<file path="src/rtl/joy_md_pkg.sv">
// rtl/joy_md_pkg.sv - shared constants and types for the Mega Drive pad responder
package joy_md_pkg;

  // Bit positions in the buttons vector (MS ZYXCBAUDLR, bit 0 = Right)
  localparam int BTN_R     = 0;
  localparam int BTN_L     = 1;
  localparam int BTN_D     = 2;
  localparam int BTN_U     = 3;
  localparam int BTN_A     = 4;
  localparam int BTN_B     = 5;
  localparam int BTN_C     = 6;
  localparam int BTN_X     = 7;
  localparam int BTN_Y     = 8;
  localparam int BTN_Z     = 9;
  localparam int BTN_START = 10;
  localparam int BTN_MODE  = 11;

  // Select phase counter, wraps every four rising select edges
  typedef logic [1:0] md_phase_t;

  // 1.5 ms idle window at 48 MHz
  localparam int MD_TIMEOUT_DEFAULT = 72000;

  // Positions of the pad pins inside joy_out
  localparam int PIN1 = 0;
  localparam int PIN2 = 1;
  localparam int PIN3 = 2;
  localparam int PIN4 = 3;
  localparam int PIN6 = 4;
  localparam int PIN9 = 5;

endpackage

</file>
<file path="src/rtl/md_sel_sync.sv">
// rtl/md_sel_sync.sv - select line synchronizer with optional glitch filter (JOY_MD6_SEL_FILTER_EN)
module md_sel_sync (
  input  logic clk,
  input  logic reset,
  input  logic sel_async,
  output logic sel_level,
  output logic sel_rise,
  output logic sel_fall
);

  logic [1:0] sync_q;
  logic       level_q;

  // Two-flop synchronizer; idle select is high so both flops reset to 1
  always_ff @(posedge clk or posedge reset) begin
    if (reset) sync_q <= 2'b11;
    else       sync_q <= {sync_q[0], sel_async};
  end

`ifdef JOY_MD6_SEL_FILTER_EN
  logic [2:0] hist_q;

  // Last three synchronized samples, used to demand four equal samples in a row
  always_ff @(posedge clk or posedge reset) begin
    if (reset) hist_q <= 3'b111;
    else       hist_q <= {hist_q[1:0], sync_q[1]};
  end

  // A new level is accepted only once it has been stable for four samples
  always_comb begin
    sel_level = level_q;
    if (hist_q == {3{sync_q[1]}}) sel_level = sync_q[1];
  end
`else
  // Unfiltered: the synchronizer output is the clean level
  always_comb begin
    sel_level = sync_q[1];
  end
`endif

  // Previous clean level for edge strobes
  always_ff @(posedge clk or posedge reset) begin
    if (reset) level_q <= 1'b1;
    else       level_q <= sel_level;
  end

  assign sel_rise = sel_level & ~level_q;
  assign sel_fall = ~sel_level & level_q;

endmodule

</file>
<file path="src/rtl/joy_md6_responder.sv">
// rtl/joy_md6_responder.sv - Mega Drive 3/6-button pad responder; select filter enabled by JOY_MD6_SEL_FILTER_EN
module joy_md6_responder
  import joy_md_pkg::*;
#(
  parameter int TIMEOUT_CYCLES = MD_TIMEOUT_DEFAULT
) (
  input  logic        clk,
  input  logic        reset,
  input  logic        joy_sel,
  input  logic [11:0] buttons,
  input  logic        six_btn_en,
  output logic [5:0]  joy_out,
  output logic [1:0]  phase
);

  localparam int               CNT_W     = (TIMEOUT_CYCLES > 2) ? $clog2(TIMEOUT_CYCLES) : 1;
  localparam logic [CNT_W-1:0] CNT_LIMIT = CNT_W'(TIMEOUT_CYCLES - 1);

  logic             sel_level;
  logic             sel_rise;
  logic             sel_fall;
  logic             sel_edge;
  logic             at_limit;
  md_phase_t        phase_q;
  md_phase_t        phase_next;
  logic [CNT_W-1:0] idle_cnt_q;
  logic [CNT_W-1:0] idle_cnt_next;
  logic [5:0]       pins_raw;

  md_sel_sync u_sel_sync (
    .clk       (clk),
    .reset     (reset),
    .sel_async (joy_sel),
    .sel_level (sel_level),
    .sel_rise  (sel_rise),
    .sel_fall  (sel_fall)
  );

  assign sel_edge = sel_rise | sel_fall;
  assign at_limit = (idle_cnt_q == CNT_LIMIT);
  assign phase    = phase_q;

  // Phase and idle-counter next state; a select edge always beats the timeout
  always_comb begin
    idle_cnt_next = idle_cnt_q;
    phase_next    = phase_q;
    if (sel_edge)      idle_cnt_next = '0;
    else if (!at_limit) idle_cnt_next = idle_cnt_q + CNT_W'(1);

    if (!six_btn_en)              phase_next = '0;
    else if (sel_rise)            phase_next = phase_q + 2'd1;
    else if (at_limit && !sel_edge) phase_next = '0;
  end

  // Pin levels before inversion, chosen from the clean select level and the upcoming phase
  always_comb begin
    pins_raw = '0;
    if (sel_level) begin
      pins_raw[PIN9] = buttons[BTN_C];
      pins_raw[PIN6] = buttons[BTN_B];
      if (phase_next == 2'd3) begin
        pins_raw[PIN4] = buttons[BTN_MODE];
        pins_raw[PIN3] = buttons[BTN_X];
        pins_raw[PIN2] = buttons[BTN_Y];
        pins_raw[PIN1] = buttons[BTN_Z];
      end else begin
        pins_raw[PIN4] = buttons[BTN_R];
        pins_raw[PIN3] = buttons[BTN_L];
        pins_raw[PIN2] = buttons[BTN_D];
        pins_raw[PIN1] = buttons[BTN_U];
      end
    end else begin
      pins_raw[PIN9] = buttons[BTN_START];
      pins_raw[PIN6] = buttons[BTN_A];
      case (phase_next)
        2'd3: begin
          pins_raw[PIN4] = 1'b1;
          pins_raw[PIN3] = 1'b1;
          pins_raw[PIN2] = 1'b1;
          pins_raw[PIN1] = 1'b1;
        end
        2'd2: begin
          pins_raw[PIN4] = 1'b0;
          pins_raw[PIN3] = 1'b0;
          pins_raw[PIN2] = 1'b0;
          pins_raw[PIN1] = 1'b0;
        end
        default: begin
          pins_raw[PIN4] = 1'b0;
          pins_raw[PIN3] = 1'b0;
          pins_raw[PIN2] = buttons[BTN_D];
          pins_raw[PIN1] = buttons[BTN_U];
        end
      endcase
    end
  end

  // State registers and the single registered, active-low pin update
  always_ff @(posedge clk or posedge reset) begin
    if (reset) begin
      phase_q    <= '0;
      idle_cnt_q <= '0;
      joy_out    <= 6'b111111;
    end else begin
      phase_q    <= phase_next;
      idle_cnt_q <= idle_cnt_next;
      joy_out    <= ~pins_raw;
    end
  end

endmodule

</file>
<file path="config.mk">
export PLATFORM = sky130hd
export DESIGN_NAME = joy_md6_responder
export DESIGN_NICKNAME = d
export VERILOG_FILES = /design/src/rtl/joy_md_pkg.sv /design/src/rtl/md_sel_sync.sv /design/src/rtl/joy_md6_responder.sv
export SDC_FILE = /design/constraint.sdc
export NUM_CORES = 1
export LEC_CHECK = 0
export CELL_PAD_IN_SITES_DETAIL_PLACEMENT = 1
export CELL_PAD_IN_SITES_GLOBAL_PLACEMENT = 2
export CORE_MARGIN = 4
export CORE_UTILIZATION = 24
export DETAILED_ROUTE_END_ITERATION = 6
export PLACE_DENSITY = 0.65
export SETUP_SLACK_MARGIN = 0.02
export SLEW_MARGIN = 20
export SYNTH_ARGS = -nofsm -noshare
export SYNTH_HDL_FRONTEND = slang
export SYNTH_SLANG_ARGS = --single-unit
</file>
<file path="constraint.sdc">
create_clock -name clk -period 2.7 [get_ports clk]
set_input_delay 0.675 -clock clk [delete_from_list [all_inputs] [get_ports clk]]
set_output_delay 0.675 -clock clk [all_outputs]
set_load 0.005 [all_outputs]
</file>
==> results.yml, run 1 <==
finish:
  drive_gt1_share_pct: 14.19
  layout_common_cells: "clkdlybuf4s50_1, dfrtp_1, nand2_1, and2_1"
  areaGrowthSynthToFinish_pct: 24.76
  fin_cells: 227
  final_nets: 174
  antennaDiodeCount: 0
  layout_commonest_cell: "clkdlybuf4s50_1"
clock_tree:
  tritoncts: "yes"
  hold_buffers: 0
  cts_root_buf: "clkbuf_8"
  cts_buffer_depth: 2
  htreeDepth: 1
  clock_latency_ps: 270
  cts_resized: 0
  numCtsBuffers: 3
  cts_sinks: 28
  clk_pin_slew_worst_paths_ps: 100
  post_cts_buffers: 0
detailed_routing:
  detail_route.wl_per_cell_um: 14.44
  wl_met1_mm: 1.423
  postRouteAntennaNets: 0
  top_layer: "met4"
  drc_errors: 0
  drtIter0Drc: 41
  drt_pass1_iterations: 4
  wl_met3_um: 249
  vias_per_cell: 4.718
  num_vias: 1071
  wl_met2_mm: 1.590
  drt_wl_total_mm: 3.279
logic_synthesis:
  yosysTopAreaCellShare_pct: 33.25
  synthTopCellsByArea: "dfrtp_1, dfstp_2, xor2_1, and2_1, mux2i_1"
  yosys_warnings: 0
  async_flop_share_pct: 100.0
  ys_seq_area_share_pct: 49.78
  synth_flop_cell: "dfrtp_1"
  synth_cell_types: 40
  netlist_instances: 132
  synth_edf_count: 0
  syn_avg_cell_area_um2: 10.83
  synth_nets: 150
  ys_seq_elements: 28
  synth_area_mm2: 0.001430
  yosysTopAreaCell: "dfrtp_1"
worst_setup_path:
  worstPathRequired_ps: 2870
  crit_fanout: 8
  end_kind: "register"
  cp_cell_sequence: "or4b_4, nor4_4, buf_4, nor3_1, xor2_1, and2_1"
  cpPeakStageDelay_ps: 580
  critical_path_class: "register to register"
  crit_arrival_ps: 2360
  critPathLaunchType: "register"
  crit_slowest_cell: "or4b_4"
sta:
  finalSetupViolations: 0
  grt_setup_unrepaired: "no"
  hold_viol_final: 0
  tightest_slew_ps: 533.0
  fin_crit_ps: 2182
  drv_slew: 0
  clock_skew_ps: 3.785
  tns_ps: 0
  period_share_pct: 80.83
  slew_headroom_pct: 64.46
  fmax_ghz: 0.4582
grt:
  overflow: 0
  antenna_found_initial: 0
  grt_pass1_wl_mm: 5.871
  grt.total_usage_pct: 9.897
  grt_max_degree: 29
  grt_pass1_vias: 1216
floorplan:
  dieArea_mm2: 0.007258
  start_util_pct: 25.35
  die_w_um: 85.20
  die_y_um: 85.20
  ios: 24
  num_rows: 27
  core_region_area_mm2: 0.005642
placement:
  hpwlAfterDp_mm: 2.467
  port_buffers: 23
  gp_congestion: 0.8122
  dp.cells: 223
power:
  total_power_mw: 0.8103
  ir_drop_v: 0.0001967
  leakage_nw: 0.7665
  power_density_mw_per_mm2: 454.2
min_path:
  hp-class: "register to register"
flow_run:
  cap_violations: 0
status:
  outcome: "complete, no violations"
[critical path: cells and delay by family (launching register included)]
kind / cells / cell delay, ps
buffers and inverters: 1 / 230
xor gates and xnor gates: 1 / 150
and+or+nand+nor: 4 / 1250
DFF: 1 / 460
[cells by family after synthesis]
family	Yosys count	synth area share [%]
DFF	28	49.78
AOI/OAI and AO/OA	19	9.186
and+or+nand+nor	57	25.90
buffers and inverters	11	3.849
xor gates and xnor gates	11	6.737
muxes	4	2.800
adders and majority gates	2	1.750
[power by group]
part | internal (mW) | total [mW] | switching, mW | leakage, nW
registers | 0.442 | 0.457 | 0.0142 | 0.357
logic | 0.0532 | 0.0919 | 0.0387 | 0.381
clock network | 0.131 | 0.262 | 0.131 | 0.0288
[synthesized netlist by cell type (2+ instances only)]
cell type / count
o2bb2ai_1: 4
and2_1: 10
or3_1: 2
inv_1: 5
nand4_1: 3
nand2_1: 10
mux2i_1: 4
nand4b_1: 3
nor3_1: 4
ha_1: 2
nor4b_1: 2
nor4_1: 2
xor2_1: 9
dfstp_2: 9
or3_2: 2
a21boi_0: 3
dfrtp_1: 19
clkbuf_1: 3
nand3_1: 6
xnor2_1: 2
nor2b_1: 3
o21ai_0: 7
[final cells by class]
cell class	count	area [um2]
clock buffers	4	55.05
fillers	644	3857
multi-input cells	93	663.1
flip-flops and latches	28	711.9
repair buffers	25	245.2
well taps	72	90.09
inverters	5	18.77
[through the flow]
| step | setup WS, ps | cell area (um2) | util (%) | hold slack (ps) |
|---|---|---|---|---|
| 4_1_cts | 510.7 | 1784 | 31.63 | 366.9 |
| 3_3_place_gp | 589.7 | 1729 | 30.65 | 347.8 |
| 5_1_grt | 414.6 | 1784 | 31.63 | 370.3 |
| 6_report | 517.5 | 1784 | 31.63 | 364.0 |
| 2_1_floorplan | 752.9 | 1430 | - | 345.2 |
| 3_5_place_dp | 528.8 | 1729 | 30.65 | 351.6 |
[path summary, 6_finish.rpt]
check / start / endpoint / slack (ps) / cells after the start
max in group asynchronous: reset / joy_out[3] / 1630 / 3
setup reg to reg: idle_cnt_q[6] / idle_cnt_q[5] / 520 / 6
hold / removal: u_sel_sync.sync_q[0] / u_sel_sync.sync_q[1] / 360 / 0
hold reg to reg: u_sel_sync.sync_q[0] / u_sel_sync.sync_q[1] / 360 / 0
setup / recovery: idle_cnt_q[6] / idle_cnt_q[5] / 520 / 6
min in group asynchronous: reset / idle_cnt_q[1] / 760 / 3
[registers in the layout (all words and copies together) (netlist names)]
register            cells
idle_cnt_q             17
joy_out                 6
phase                   2
u_sel_sync.level_q      1
u_sel_sync.sync_q       2
[layer usage]
| metal | GRT usage, % | vias up |
|---|---|---|
| met5 | 0 | - |
| met1 | 11.20 | 528 |
| li1 | - | 508 |
| met3 | 4.563 | 2 |
| met2 | 17.66 | 33 |
| met4 | 0.8633 | 0 |
(Power assumes the default switching activity.)
==> inputs of run 2 (changes only) <==
PLACE_DENSITY = 0.67   (was 0.65)
clock period = 1.9 ns   (was 2.7 ns; I/O delays follow)
==> results.yml, run 2 (synthesis results as in run 1) <==
sta:
  hold_viol_final: 0
  drv_slew: 0
  period_share_pct: 97.98
  fin_crit_ps: 1862
  fmax_ghz: 0.5372
  finalSetupViolations: 0
  clock_skew_ps: 3.263
  grt_setup_unrepaired: "yes"
  worst_hold_slack_ps: 362.0
  tns_ps: 0
  fin_ws_ps: 38.37
  slew_headroom_pct: 72.45
  tightest_slew_ps: 412.1
detailed_routing:
  drt_pass1_iterations: 4
  num_vias: 1117
  drtIter0Drc: 14
  postRouteAntennaNets: 0
  detail_route.wl_per_cell_um: 14.06
  drt_wl_total_mm: 3.333
  drc_errors: 0
  vias_per_cell: 4.713
clock_tree:
  tritoncts: "yes"
  clk_pin_slew_worst_paths_ps: 100
  cts_buffer_depth: 2
  clock_latency_ps: 280
  cts_sinks: 28
  hold_buffers: 0
  htreeDepth: 1
  numCtsBuffers: 3
  cts_root_buf: "clkbuf_8"
worst_setup_path:
  crit_slowest_cell: "or4b_4"
  cp-startpoint: "idle_cnt_q[6]"
  cp_cell_sequence: "or4b_4, nor4_4, buf_4, nor3_1, xor2_1, and2_1"
  timing.rr.start: "idle_cnt_q[6]"
  crit_fanout: 7
  cpPeakStageDelay_ps: 560
  crit_arrival_ps: 2040
  end_kind: "register"
  worstPathRequired_ps: 2080
  critPathLaunchType: "register"
  critical_path_class: "register to register"
power:
  p_int_mw: 0.9389
  leakage_nw: 0.8289
  p_clk_share_pct: 35.4
  total_power_mw: 1.215
  ir_drop_v: 0.0002342
  power_frac_comb_pct: 11.3
  power_density_mw_per_mm2: 632.6
  p_switching_mw: 0.2761
  power_frac_seq_pct: 53.4
  p_sw_share_pct: 22.72
finish:
  layout_commonest_cell: "clkdlybuf4s50_1"
  regMostFlops: "idle_cnt_q"
  final_nets: 184
  areaGrowthSynthToFinish_pct: 34.30
  fin_area_mm2: 0.001921
  layout_common_cells: "clkdlybuf4s50_1, dfrtp_1, buf_4, nand2_1, and2_1"
  largestRegisters: "idle_cnt_q: 17 flops, joy_out: 6 flops"
  nFillCells: 633
  fin_util_pct: 34.04
  fin_cells: 237
  largest_reg_flops: 17
  multiInputGateArea_um2: 709.4
  drive_gt1_share_pct: 23.03
  seq_area_um2: 711.9
  antennaDiodeCount: 0
floorplan:
  dieArea_mm2: 0.007258
  start_util_pct: 25.35
  core_region_area_mm2: 0.005642
  num_rows: 27
  ios: 24
  die_w_um: 85.20
  die_y_um: 85.20
grt:
  grt_pass1_wl_mm: 5.982
  antenna_found_initial: 0
  grt_pass1_vias: 1258
  grt.total_usage_pct: 10.01
  overflow: 0
  grt_max_degree: 29
  met3_usage_pct: 4.175
  grt.busiest_layer: "met2"
  grt_util_met2_pct: 16.17
  grt.met1_usage_pct: 12.66
flow_run:
  cap_violations: 0
placement:
  port_buffers: 23
  pre_cts_ws_ps: 44.63
  dp.cells: 232
  hpwlAfterDp_mm: 2.457
  gp_congestion: 0.7532
  place_area_mm2: 0.001797
min_path:
  worstHoldStart: "u_sel_sync.sync_q[0]"
  hp-class: "register to register"
status:
  outcome: "complete, no violations"
[run 2: area by class of cell]
cell class	instances	share of cell area, %
clock buffers	4	3.453
flip-flops and latches	28	37.07
repair buffers	35	16.87
well taps	72	4.691
inverters	5	0.9772
multi-input cells	93	36.94
[run 2: critical path: cells and delay by family (launching register included)]
kind          cells  cell delay [ps]
flops             1              420
buf+inv           1              210
xor+xnor          1              160
simple gates      4              980
[run 2: path summary, 6_finish.rpt]
check | endpoint | slack, ps | cells past startpoint
setup / recovery | idle_cnt_q[5] | 40 | 6
hold / removal | u_sel_sync.sync_q[1] | 360 | 0
setup reg to reg | idle_cnt_q[5] | 40 | 6
hold reg to reg | u_sel_sync.sync_q[1] | 360 | 0
max in group asynchronous | joy_out[1] | 1030 | 3
min in group asynchronous | idle_cnt_q[1] | 560 | 3
[run 2: timing repair]
action | CTS | global route
pin swaps | 0 | 1
setup buffers | 1 | 0
endpoints found under the setup margin | 1 | 11
gates resized for setup | 0 | 9
[run 2: layer usage]
metal	part of all wire (%)	vias up
met2	47	26
met1	46	555
met5	0	-
met3	6.4	4
met4	0.57	0
li1	-	532
[run 2: power groups by stage]
stage               clock [mW]  sequential [mW]  combinational [mW]
floorplan                    0            0.655              0.0628
global placement             0            0.659               0.136
detailed placement           0            0.659               0.139
CTS                      0.452            0.649               0.140
global route             0.473            0.654               0.156
finish                   0.430            0.648               0.137
==> inputs of run 3 (changes only) <==
CELL_PAD_IN_SITES_DETAIL_PLACEMENT = 0   (was 1)
CELL_PAD_IN_SITES_GLOBAL_PLACEMENT = 1   (was 2)
PLACE_DENSITY = 0.59   (was 0.67)
==> results.yml, run 3 (synthesis results as in run 1) <==
floorplan:
  die_y_um: 85.20
  ios: 24
  start_util_pct: 25.35
  dieArea_mm2: 0.007258
  core_region_area_mm2: 0.005642
  num_rows: 27
  die_w_um: 85.20
power:
  leakage_nw: 0.8212
  total_power_mw: 1.114
  power_frac_seq_pct: 58.3
  power_frac_comb_pct: 12.0
  ir_drop_v: 0.0002281
  power_density_mw_per_mm2: 589.0
  p_int_mw: 0.8588
  p_switching_mw: 0.2555
  p_sw_share_pct: 22.93
  p_clk_share_pct: 29.7
sta:
  tns_ps: 0
  drv_slew: 0
  fin_crit_ps: 1786
  finalSetupViolations: 0
  grt_setup_unrepaired: "yes"
  clock_skew_ps: 4.729
  period_share_pct: 93.98
  slew_headroom_pct: 75.91
  hold_viol_final: 0
  fin_ws_ps: 114.5
  tightest_slew_ps: 361.3
  fmax_ghz: 0.5601
min_path:
  hold_end: "u_sel_sync.sync_q[1]"
  holdPathStages: 0
  worstHoldStart: "u_sel_sync.sync_q[0]"
  hp-class: "register to register"
worst_setup_path:
  end_kind: "register"
  crit_buf_inv: 1
  r2r_cells: 6
  critical_path_class: "register to register"
  crit_arrival_ps: 1960
  critPathLaunchType: "register"
  cp-startpoint: "idle_cnt_q[6]"
  rr_endpoint: "idle_cnt_q[13]"
  cpPeakStageDelay_ps: 550
  cp_cell_sequence: "or4b_4, nor4_4, buf_6, nor4_2, and3_1, o21a_1"
  r2r_slack_ps: 110
  crit_fanout: 8
  timing.rr.start: "idle_cnt_q[6]"
  crit_slowest_cell: "or4b_4"
  crit_family: "simple AND/OR/NAND/NOR gates"
  worstPathRequired_ps: 2070
flow_run:
  cap_violations: 0
detailed_routing:
  detail_route.wl_per_cell_um: 12.74
  drt_pass1_iterations: 4
  drtIter0Drc: 45
  vias_per_cell: 4.475
  postRouteAntennaNets: 0
  num_vias: 1065
  drt_wl_total_mm: 3.032
  drc_errors: 0
finish:
  layout_common_cells: "clkdlybuf4s50_1, dfrtp_1, buf_4, nand2_1, and2_1"
  drive_gt1_share_pct: 21.08
  largestRegisters: "idle_cnt_q: 17 flops, joy_out: 6 flops"
  final_nets: 185
  fin_area_mm2: 0.001892
  antennaDiodeCount: 0
  largest_reg_flops: 17
  areaGrowthSynthToFinish_pct: 32.28
  regMostFlops: "idle_cnt_q"
  layout_commonest_cell: "clkdlybuf4s50_1"
placement:
  hpwlAfterDp_mm: 2.223
  gp_congestion: 0.6870
  port_buffers: 23
  pre_cts_ws_ps: 91.59
  place_area_mm2: 0.001797
clock_tree:
  clk_pin_slew_worst_paths_ps: 100
  htreeDepth: 1
  cts_buffer_depth: 2
  hold_buffers: 0
  numCtsBuffers: 3
  cts_root_buf: "clkbuf_8"
  cts_sinks: 28
  tritoncts: "yes"
  clock_latency_ps: 270
grt:
  grt.total_usage_pct: 8.909
  overflow: 0
  grt_max_degree: 29
  grt_pass1_vias: 1173
  grt_pass1_wl_mm: 5.299
  antenna_found_initial: 0
status:
  outcome: "complete, no violations"
## run 3: changes by cell type in the layout (fill, tap and decap cells not counted)
cell       change
buf_4          +1
clkbuf_1       +1
clkbuf_16      -1
nand4bb_2      -1
nand4bb_4      +1
nor4_1         +1
nor4_4         -1
o2111ai_1      +1
o2111ai_2      -1
or3_1          +1
or3_4          -1
## run 3: layer usage
| metal | track usage [%] | up-vias | wire [um] |
|---|---|---|---|
| met3 | 2.621 | 0 | 200 |
| li1 | - | 534 | - |
| met1 | 11.93 | 505 | 1463 |
| met5 | 0 | - | 0 |
| met2 | 14.34 | 26 | 1368 |
| met4 | 1.727 | 0 | 0 |
## run 3: area by class of cell
class | count | area (um2)
repair buffers | 36 | 331.6
flip-flops and latches | 28 | 711.9
multi-input cells | 93 | 694.4
clock buffers | 4 | 45.04
inverters | 5 | 18.77
fillers | 572 | 3750
well taps | 72 | 90.09
## run 3: repair_timing
| action | 4_1_cts | 5_1_grt |
|---|---|---|
| gates resized for setup | 0 | 5 |
| setup buffers | 0 | 2 |
| hold endpoints to repair | 0 | 0 |
| setup endpoints to repair | 0 | 7 |
## run 3: metrics by stage
step                cells  hold WS (ps)  utilization [%]
finish                238         360.6            33.53
global route          238         369.7            33.53
CTS                   236         362.0            32.65
detailed placement    232         348.1            31.85
global placement      232         347.4            31.85
floorplan             132         345.2                -
## run 3: worst max path at each step
| stage | end | slack (ps) | cells after the start |
|---|---|---|---|
| floorplan | idle_cnt_q[9] | 90 | 6 |
| global placement | joy_out[0] | 30 | 7 |
| detailed placement | idle_cnt_q[13] | 90 | 6 |
| CTS | idle_cnt_q[13] | 80 | 6 |
| global route | idle_cnt_q[13] | 10 | 6 |
| finish | idle_cnt_q[13] | 110 | 6 |
## run 3: power groups by stage
stage          registers, mW  clock network [mW]  logic [mW]
6_report               0.649               0.331       0.134
3_5_place_dp           0.660                   0       0.137
5_1_grt                0.654               0.376       0.151
3_3_place_gp           0.658                   0       0.136
4_1_cts                0.650               0.347       0.138
2_1_floorplan          0.655                   0      0.0628
